==> src/rtl/rv_decode_stage.sv <==
// RV32I/M decode stage: combinational decode into a two-entry (output + skid)
// valid/ready buffer, with flush and a saturating illegal-instruction counter.
module rv_decode_stage #(
   parameter int unsigned XLEN  = 32,
   parameter int unsigned EN_M  = 1,
   parameter int unsigned CNT_W = 16
) (
   input  logic             clk,
   input  logic             rst,
   input  logic             flush,
   input  logic             in_valid,
   output logic             in_ready,
   input  logic [31:0]      in_instr,
   input  logic [XLEN-1:0]  in_pc,
   output logic             out_valid,
   input  logic             out_ready,
   output logic [XLEN-1:0]  out_pc,
   output logic [4:0]       out_rd,
   output logic [4:0]       out_rs1,
   output logic [4:0]       out_rs2,
   output logic [XLEN-1:0]  out_imm,
   output logic [4:0]       out_alu_ctrl,
   output logic             out_reg_write,
   output logic             out_mem_read,
   output logic             out_mem_write,
   output logic             out_mem_to_reg,
   output logic             out_alu_src,
   output logic             out_branch,
   output logic             out_jump,
   output logic [2:0]       out_funct3,
   output logic             out_illegal,
   output logic [CNT_W-1:0] illegal_count
);

   localparam logic [6:0] OPC_OP     = 7'b0110011;
   localparam logic [6:0] OPC_OP_IMM = 7'b0010011;
   localparam logic [6:0] OPC_LOAD   = 7'b0000011;
   localparam logic [6:0] OPC_STORE  = 7'b0100011;
   localparam logic [6:0] OPC_BRANCH = 7'b1100011;
   localparam logic [6:0] OPC_JAL    = 7'b1101111;
   localparam logic [6:0] OPC_JALR   = 7'b1100111;
   localparam logic [6:0] OPC_LUI    = 7'b0110111;
   localparam logic [6:0] OPC_AUIPC  = 7'b0010111;

   localparam logic [6:0] F7_BASE = 7'b0000000;
   localparam logic [6:0] F7_ALT  = 7'b0100000;
   localparam logic [6:0] F7_MUL  = 7'b0000001;

   localparam logic [4:0] ALU_AND   = 5'b00000;
   localparam logic [4:0] ALU_OR    = 5'b00001;
   localparam logic [4:0] ALU_ADD   = 5'b00010;
   localparam logic [4:0] ALU_XOR   = 5'b00011;
   localparam logic [4:0] ALU_SLL   = 5'b00100;
   localparam logic [4:0] ALU_SRL   = 5'b00101;
   localparam logic [4:0] ALU_SUB   = 5'b00110;
   localparam logic [4:0] ALU_SRA   = 5'b00111;
   localparam logic [4:0] ALU_SLT   = 5'b01000;
   localparam logic [4:0] ALU_SLTU  = 5'b01001;
   localparam logic [4:0] ALU_LUI   = 5'b01010;
   localparam logic [4:0] ALU_AUIPC = 5'b01011;

   typedef struct packed {
      logic [XLEN-1:0] pc;
      logic [4:0]      rd;
      logic [4:0]      rs1;
      logic [4:0]      rs2;
      logic [XLEN-1:0] imm;
      logic [4:0]      alu_ctrl;
      logic            reg_write;
      logic            mem_read;
      logic            mem_write;
      logic            mem_to_reg;
      logic            alu_src;
      logic            branch;
      logic            jump;
      logic [2:0]      funct3;
      logic            illegal;
   } dec_t;

   logic [6:0]      opcode;
   logic [2:0]      funct3;
   logic [6:0]      funct7;
   logic [XLEN-1:0] imm_i, imm_s, imm_b, imm_u, imm_j;
   dec_t            dec;
   logic            ill;

   dec_t             out_q, out_d, skid_q, skid_d;
   logic             out_valid_q, out_valid_d, skid_valid_q, skid_valid_d;
   logic [CNT_W-1:0] cnt_q, cnt_d;
   logic             in_fire, out_free;

   assign opcode = in_instr[6:0];
   assign funct3 = in_instr[14:12];
   assign funct7 = in_instr[31:25];

   assign imm_i = XLEN'($signed(in_instr[31:20]));
   assign imm_s = XLEN'($signed({in_instr[31:25], in_instr[11:7]}));
   assign imm_b = XLEN'($signed({in_instr[31], in_instr[7], in_instr[30:25], in_instr[11:8], 1'b0}));
   assign imm_u = XLEN'($signed({in_instr[31:12], 12'b0}));
   assign imm_j = XLEN'($signed({in_instr[31], in_instr[19:12], in_instr[20], in_instr[30:21], 1'b0}));

   // Instruction decode; illegal encodings keep raw fields but lose all side effects.
   always_comb begin
      dec        = '0;
      ill        = 1'b0;
      dec.pc     = in_pc;
      dec.rd     = in_instr[11:7];
      dec.rs1    = in_instr[19:15];
      dec.rs2    = in_instr[24:20];
      dec.funct3 = funct3;
      case (opcode)
         OPC_OP: begin
            dec.reg_write = 1'b1;
            case (funct7)
               F7_BASE: begin
                  case (funct3)
                     3'b000:  dec.alu_ctrl = ALU_ADD;
                     3'b001:  dec.alu_ctrl = ALU_SLL;
                     3'b010:  dec.alu_ctrl = ALU_SLT;
                     3'b011:  dec.alu_ctrl = ALU_SLTU;
                     3'b100:  dec.alu_ctrl = ALU_XOR;
                     3'b101:  dec.alu_ctrl = ALU_SRL;
                     3'b110:  dec.alu_ctrl = ALU_OR;
                     default: dec.alu_ctrl = ALU_AND;
                  endcase
               end
               F7_ALT: begin
                  if (funct3 == 3'b000)      dec.alu_ctrl = ALU_SUB;
                  else if (funct3 == 3'b101) dec.alu_ctrl = ALU_SRA;
                  else                       ill = 1'b1;
               end
               F7_MUL: begin
                  if (EN_M != 0) dec.alu_ctrl = {2'b10, funct3};
                  else           ill = 1'b1;
               end
               default: ill = 1'b1;
            endcase
         end
         OPC_OP_IMM: begin
            dec.reg_write = 1'b1;
            dec.alu_src   = 1'b1;
            dec.imm       = imm_i;
            case (funct3)
               3'b000: dec.alu_ctrl = ALU_ADD;
               3'b010: dec.alu_ctrl = ALU_SLT;
               3'b011: dec.alu_ctrl = ALU_SLTU;
               3'b100: dec.alu_ctrl = ALU_XOR;
               3'b110: dec.alu_ctrl = ALU_OR;
               3'b111: dec.alu_ctrl = ALU_AND;
               3'b001: begin
                  if (funct7 == F7_BASE) dec.alu_ctrl = ALU_SLL;
                  else                   ill = 1'b1;
               end
               default: begin
                  if (funct7 == F7_BASE)     dec.alu_ctrl = ALU_SRL;
                  else if (funct7 == F7_ALT) dec.alu_ctrl = ALU_SRA;
                  else                       ill = 1'b1;
               end
            endcase
         end
         OPC_LOAD: begin
            dec.reg_write  = 1'b1;
            dec.mem_read   = 1'b1;
            dec.mem_to_reg = 1'b1;
            dec.alu_src    = 1'b1;
            dec.alu_ctrl   = ALU_ADD;
            dec.imm        = imm_i;
            ill = (funct3 == 3'b011) || (funct3 == 3'b110) || (funct3 == 3'b111);
         end
         OPC_STORE: begin
            dec.mem_write = 1'b1;
            dec.alu_src   = 1'b1;
            dec.alu_ctrl  = ALU_ADD;
            dec.imm       = imm_s;
            ill = (funct3[2] == 1'b1) || (funct3 == 3'b011);
         end
         OPC_BRANCH: begin
            dec.branch = 1'b1;
            dec.imm    = imm_b;
            case (funct3[2:1])
               2'b00:   dec.alu_ctrl = ALU_SUB;
               2'b10:   dec.alu_ctrl = ALU_SLT;
               2'b11:   dec.alu_ctrl = ALU_SLTU;
               default: ill = 1'b1;
            endcase
         end
         OPC_JAL: begin
            dec.reg_write = 1'b1;
            dec.jump      = 1'b1;
            dec.alu_ctrl  = ALU_ADD;
            dec.imm       = imm_j;
         end
         OPC_JALR: begin
            dec.reg_write = 1'b1;
            dec.jump      = 1'b1;
            dec.alu_src   = 1'b1;
            dec.alu_ctrl  = ALU_ADD;
            dec.imm       = imm_i;
            ill = (funct3 != 3'b000);
         end
         OPC_LUI: begin
            dec.reg_write = 1'b1;
            dec.alu_ctrl  = ALU_LUI;
            dec.imm       = imm_u;
         end
         OPC_AUIPC: begin
            dec.reg_write = 1'b1;
            dec.alu_ctrl  = ALU_AUIPC;
            dec.imm       = imm_u;
         end
         default: ill = 1'b1;
      endcase
      if (ill) begin
         dec.illegal    = 1'b1;
         dec.alu_ctrl   = ALU_AND;
         dec.reg_write  = 1'b0;
         dec.mem_read   = 1'b0;
         dec.mem_write  = 1'b0;
         dec.mem_to_reg = 1'b0;
         dec.alu_src    = 1'b0;
         dec.branch     = 1'b0;
         dec.jump       = 1'b0;
      end
   end

   assign in_fire  = in_valid && !skid_valid_q && !flush;
   assign out_free = !out_valid_q || out_ready;

   // Buffer next state: output slot refills from skid first to keep FIFO order.
   always_comb begin
      out_d        = out_q;
      out_valid_d  = out_valid_q;
      skid_d       = skid_q;
      skid_valid_d = skid_valid_q;
      cnt_d        = cnt_q;
      if (flush) begin
         out_valid_d  = 1'b0;
         skid_valid_d = 1'b0;
      end else if (out_free) begin
         if (skid_valid_q) begin
            out_d        = skid_q;
            out_valid_d  = 1'b1;
            skid_valid_d = 1'b0;
         end else if (in_fire) begin
            out_d       = dec;
            out_valid_d = 1'b1;
         end else begin
            out_valid_d = 1'b0;
         end
      end else if (in_fire) begin
         skid_d       = dec;
         skid_valid_d = 1'b1;
      end
      if (in_fire && dec.illegal && (cnt_q != {CNT_W{1'b1}})) begin
         cnt_d = cnt_q + CNT_W'(1);
      end
   end

   always_ff @(posedge clk) begin
      if (rst) begin
         out_q        <= '0;
         out_valid_q  <= 1'b0;
         skid_q       <= '0;
         skid_valid_q <= 1'b0;
         cnt_q        <= '0;
      end else begin
         out_q        <= out_d;
         out_valid_q  <= out_valid_d;
         skid_q       <= skid_d;
         skid_valid_q <= skid_valid_d;
         cnt_q        <= cnt_d;
      end
   end

   assign in_ready       = !skid_valid_q;
   assign out_valid      = out_valid_q;
   assign out_pc         = out_q.pc;
   assign out_rd         = out_q.rd;
   assign out_rs1        = out_q.rs1;
   assign out_rs2        = out_q.rs2;
   assign out_imm        = out_q.imm;
   assign out_alu_ctrl   = out_q.alu_ctrl;
   assign out_reg_write  = out_q.reg_write;
   assign out_mem_read   = out_q.mem_read;
   assign out_mem_write  = out_q.mem_write;
   assign out_mem_to_reg = out_q.mem_to_reg;
   assign out_alu_src    = out_q.alu_src;
   assign out_branch     = out_q.branch;
   assign out_jump       = out_q.jump;
   assign out_funct3     = out_q.funct3;
   assign out_illegal    = out_q.illegal;
   assign illegal_count  = cnt_q;

endmodule

==> config.mk <==
export PLATFORM = sky130hd
export DESIGN_NAME = rv_decode_stage
export DESIGN_NICKNAME = d
export VERILOG_FILES = /design/src/rtl/rv_decode_stage.sv
export SDC_FILE = /design/constraint.sdc
export NUM_CORES = 1
export LEC_CHECK = 0
export CAP_MARGIN = 20
export CORE_MARGIN = 5
export CORE_UTILIZATION = 24
export DETAILED_ROUTE_END_ITERATION = 8
export PLACE_DENSITY = 0.41
export SETUP_SLACK_MARGIN = 0.3
export SLEW_MARGIN = 25
export SYNTH_ARGS = -nofsm -noshare
export SYNTH_HDL_FRONTEND = slang
export SYNTH_SLANG_ARGS = --single-unit
==> constraint.sdc <==
create_clock -name clk -period 3.9 [get_ports clk]
set_input_delay 0.39 -clock clk [delete_from_list [all_inputs] [get_ports clk]]
set_output_delay 0.39 -clock clk [all_outputs]
set_load 0.005 [all_outputs]
==> impl_metrics.toml <==
[placement]
postPlaceCellArea_um2 = 11300
pre_cts_ws_ns = 0.518
place_inst = 1677
gp_congestion = 0.819
portBuffers = 181
hpwl_um = 21700

[sta]
tightest_slew_ns = 1.03
timing.final.crit_share_pct = 72.8
rsz0062_at_grt = "no"
fin_ws_ns = 1.06
whs_ns = 0.410
finalSetupTns_ns = 0
max_freq_mhz = 352
slew_violations = 0
setup_violations = 0
period_minus_slack_ns = 2.84
relSlewSlack_pct = 31.6
hold_viol = 0
finClkSkew_ns = 0.0215

[pwr]
irDropWorstVdd_v = 0.000294
p_leak_nw = 3.89
power.density_nw_per_um2 = 422
p_seq_share_pct = 42.8
p_clk_share_pct = 47.6
power.share.combinational_pct = 9.6
switching_share_pct = 24.0
p_int_mw = 3.90
power_mw = 5.14
p_sw_mw = 1.24

[finish]
fin_area_um2 = 12200
multi_input_area_um2 = 4470
fillers = 3895
ff_latch_area_um2 = 4130
syn_to_final_growth_pct = 36.0
final_nets = 1307
fin_util_pct = 33.2
finalNonFillerCells = 1722
antenna_cells = 0
drive_gt1_share_pct = 6.22

[die]
start_util_pct = 24.4
die_area_um2 = 41300
core_um2 = 36700
die_h_um = 203
die_x_um = 203
ios = 182
rows = 70

[critical_path]
critPathMaxFanout = 28
crit_family = "simple AND/OR/NAND/NOR gates"
crit_chain = "clkdlybuf4s50_1, or3_1, or3_1, a2111oi_4, o31ai_2, buf_4, or4_1, a21oi_1"
cp.required_ns = 4.34
cp_num_buf_inv = 2
arrival_ns = 3.28
end_kind = "register"
crit_top_cell = "or3_1"
crit_type = "input pin to register"
crit_path_start_kind = "input pin"
slowest_delay_ns = 0.52
crit_slowest_cell = "a2111oi_4"

[synthesis]
yosys_most_used_dff = "dfxtp_1"
yosysMostFrequentCell = "dfxtp_1"
syn_nets = 1165
synth-seq-cells = 206
synth_top_area_share_pct = 46.1
synth_top_area_cell = "dfxtp_1"
netlist_area_um2 = 8950
avgSynthCellArea_um2 = 8.18
ys_types = 54
netlist_instances = 1095
ys_warn_count = 0
synthArstFlopShare_pct = 0
synth_common_cells = "206 x dfxtp_1, 179 x nand2_1, 124 x a21oi_1, 118 x nor2_1, 86 x clkbuf_1"
synth-seq-area-share_pct = 46.1
synth.area.top_cells = "dfxtp_1 46%, nand2_1 7.5%, a21oi_1 6.9%"
synth_edf_count = 0

[clock_network]
cts_tree = "built"
numCtsBuffers = 26
clk_path_buf_depth = 3
cts_hold_buf = 0
post_cts_buffers = 0
htree_levels = 1
clk_latency_ns = 0.54
clkTransAtPathRegs_ns = 0.06
cts_resized = 0
clock_sinks = 206
root_buffer = "clkbuf_16"

[grt]
grt_pass1_wl_um = 48700
grt_max_degree = 119
antenna_found_initial = 1
gr-usage-all-layers_pct = 14.7
grt_overflow = 0
grt_pass1_vias = 7903

[min_path]
hold_path_class = "input pin to register"

[drt]
totalWireLength_um = 32100
drtIter0Drc = 472
drc = 0
vias = 8400
wl_per_cell_um = 18.6
firstDrtPassIters = 5
ant_nets = 0
via_per_inst = 4.88

[run]
cap_violations = 0

[outcome]
status = "complete, no violations"
[cell families after synthesis]
group / count (synthesis) / synth area share, %
multiplexers: 54 / 6.07
adder cells (fa/ha/maj): 1 / 0.140
buffers and inverters: 104 / 4.43
AND/OR/NAND/NOR: 412 / 20.1
flip-flops: 206 / 46.1
XOR/XNOR: 2 / 0.196
AO/OA/AOI/OAI: 316 / 23.0
[cells in the final DEF, fill, tap and decap left out, drive strengths merged, types with 5 or more instances in the layout]
| master | instances |
|---|---|
| dfxtp | 206 |
| clkdlybuf4s50 | 180 |
| nand2 | 179 |
| a21oi | 124 |
| nor2 | 118 |
| a211oi | 76 |
| mux2i | 52 |
| clkbuf | 40 |
| o21ai | 33 |
| buf | 29 |
| nand3 | 26 |
| nor3 | 26 |
| or3 | 14 |
| a21o | 12 |
| a221oi | 12 |
| o31ai | 12 |
| inv | 8 |
| and3 | 8 |
| a311oi | 8 |
| nand2b | 6 |
| nor2b | 6 |
| nand4 | 6 |
| a22oi | 6 |
| nor4 | 6 |
| o211ai | 5 |
| nand3b | 5 |
| or4 | 5 |
[power groups by stage]
| stage | Combinational [mW] | Sequential [mW] | Clock (mW) |
|---|---|---|---|
| finish | 0.493 | 2.20 | 2.45 |
| global route | 0.538 | 2.21 | 2.62 |
| CTS | 0.500 | 2.20 | 2.54 |
| detailed placement | 0.499 | 2.25 | 0 |
| global placement | 0.498 | 2.24 | 0 |
| floorplan | 0.211 | 2.24 | 0 |
[state kept, by name, indices dropped and copies added, names as in the netlist, 3 cells and up]
signal,flops
out_imm,32
skid_q,94
out_rs1,5
out_alu_ctrl,5
out_pc,32
out_rd,5
out_rs2,5
out_funct3,3
illegal_count,16
[routing by layer]
layer  global-route usage, %  share of wire, %  vias to the layer above
met3                    2.43               5.0                       38
met1                    21.1                48                     3936
met2                    23.3                45                      224
met4                    3.18               1.8                        2
met5                       0             0.037                        -
li1                        -                 -                     4200
[cell type report]
cell class                 instances  area share (%)
clock buffer                      40            6.44
clock inverter                     5           0.709
inverter                           9           0.277
multi-input combinational        785            36.7
sequential                       206            33.9
tap                              468            4.81
timing repair buffer             209            17.1
[worst paths after layout]
| path | start | endpoint | depth (start not counted) | slack (ns) |
|---|---|---|---|---|
| max reg2reg | skid_valid_q | illegal_count[14] | 8 | 1.20 |
| max | in_instr[6] | illegal_count[14] | 8 | 1.06 |
| min | rst | skid_q[76] | 2 | 0.41 |
| min reg2reg | skid_q[67] | skid_q[67] | 2 | 0.45 |
(Power assumes the default switching activity.)
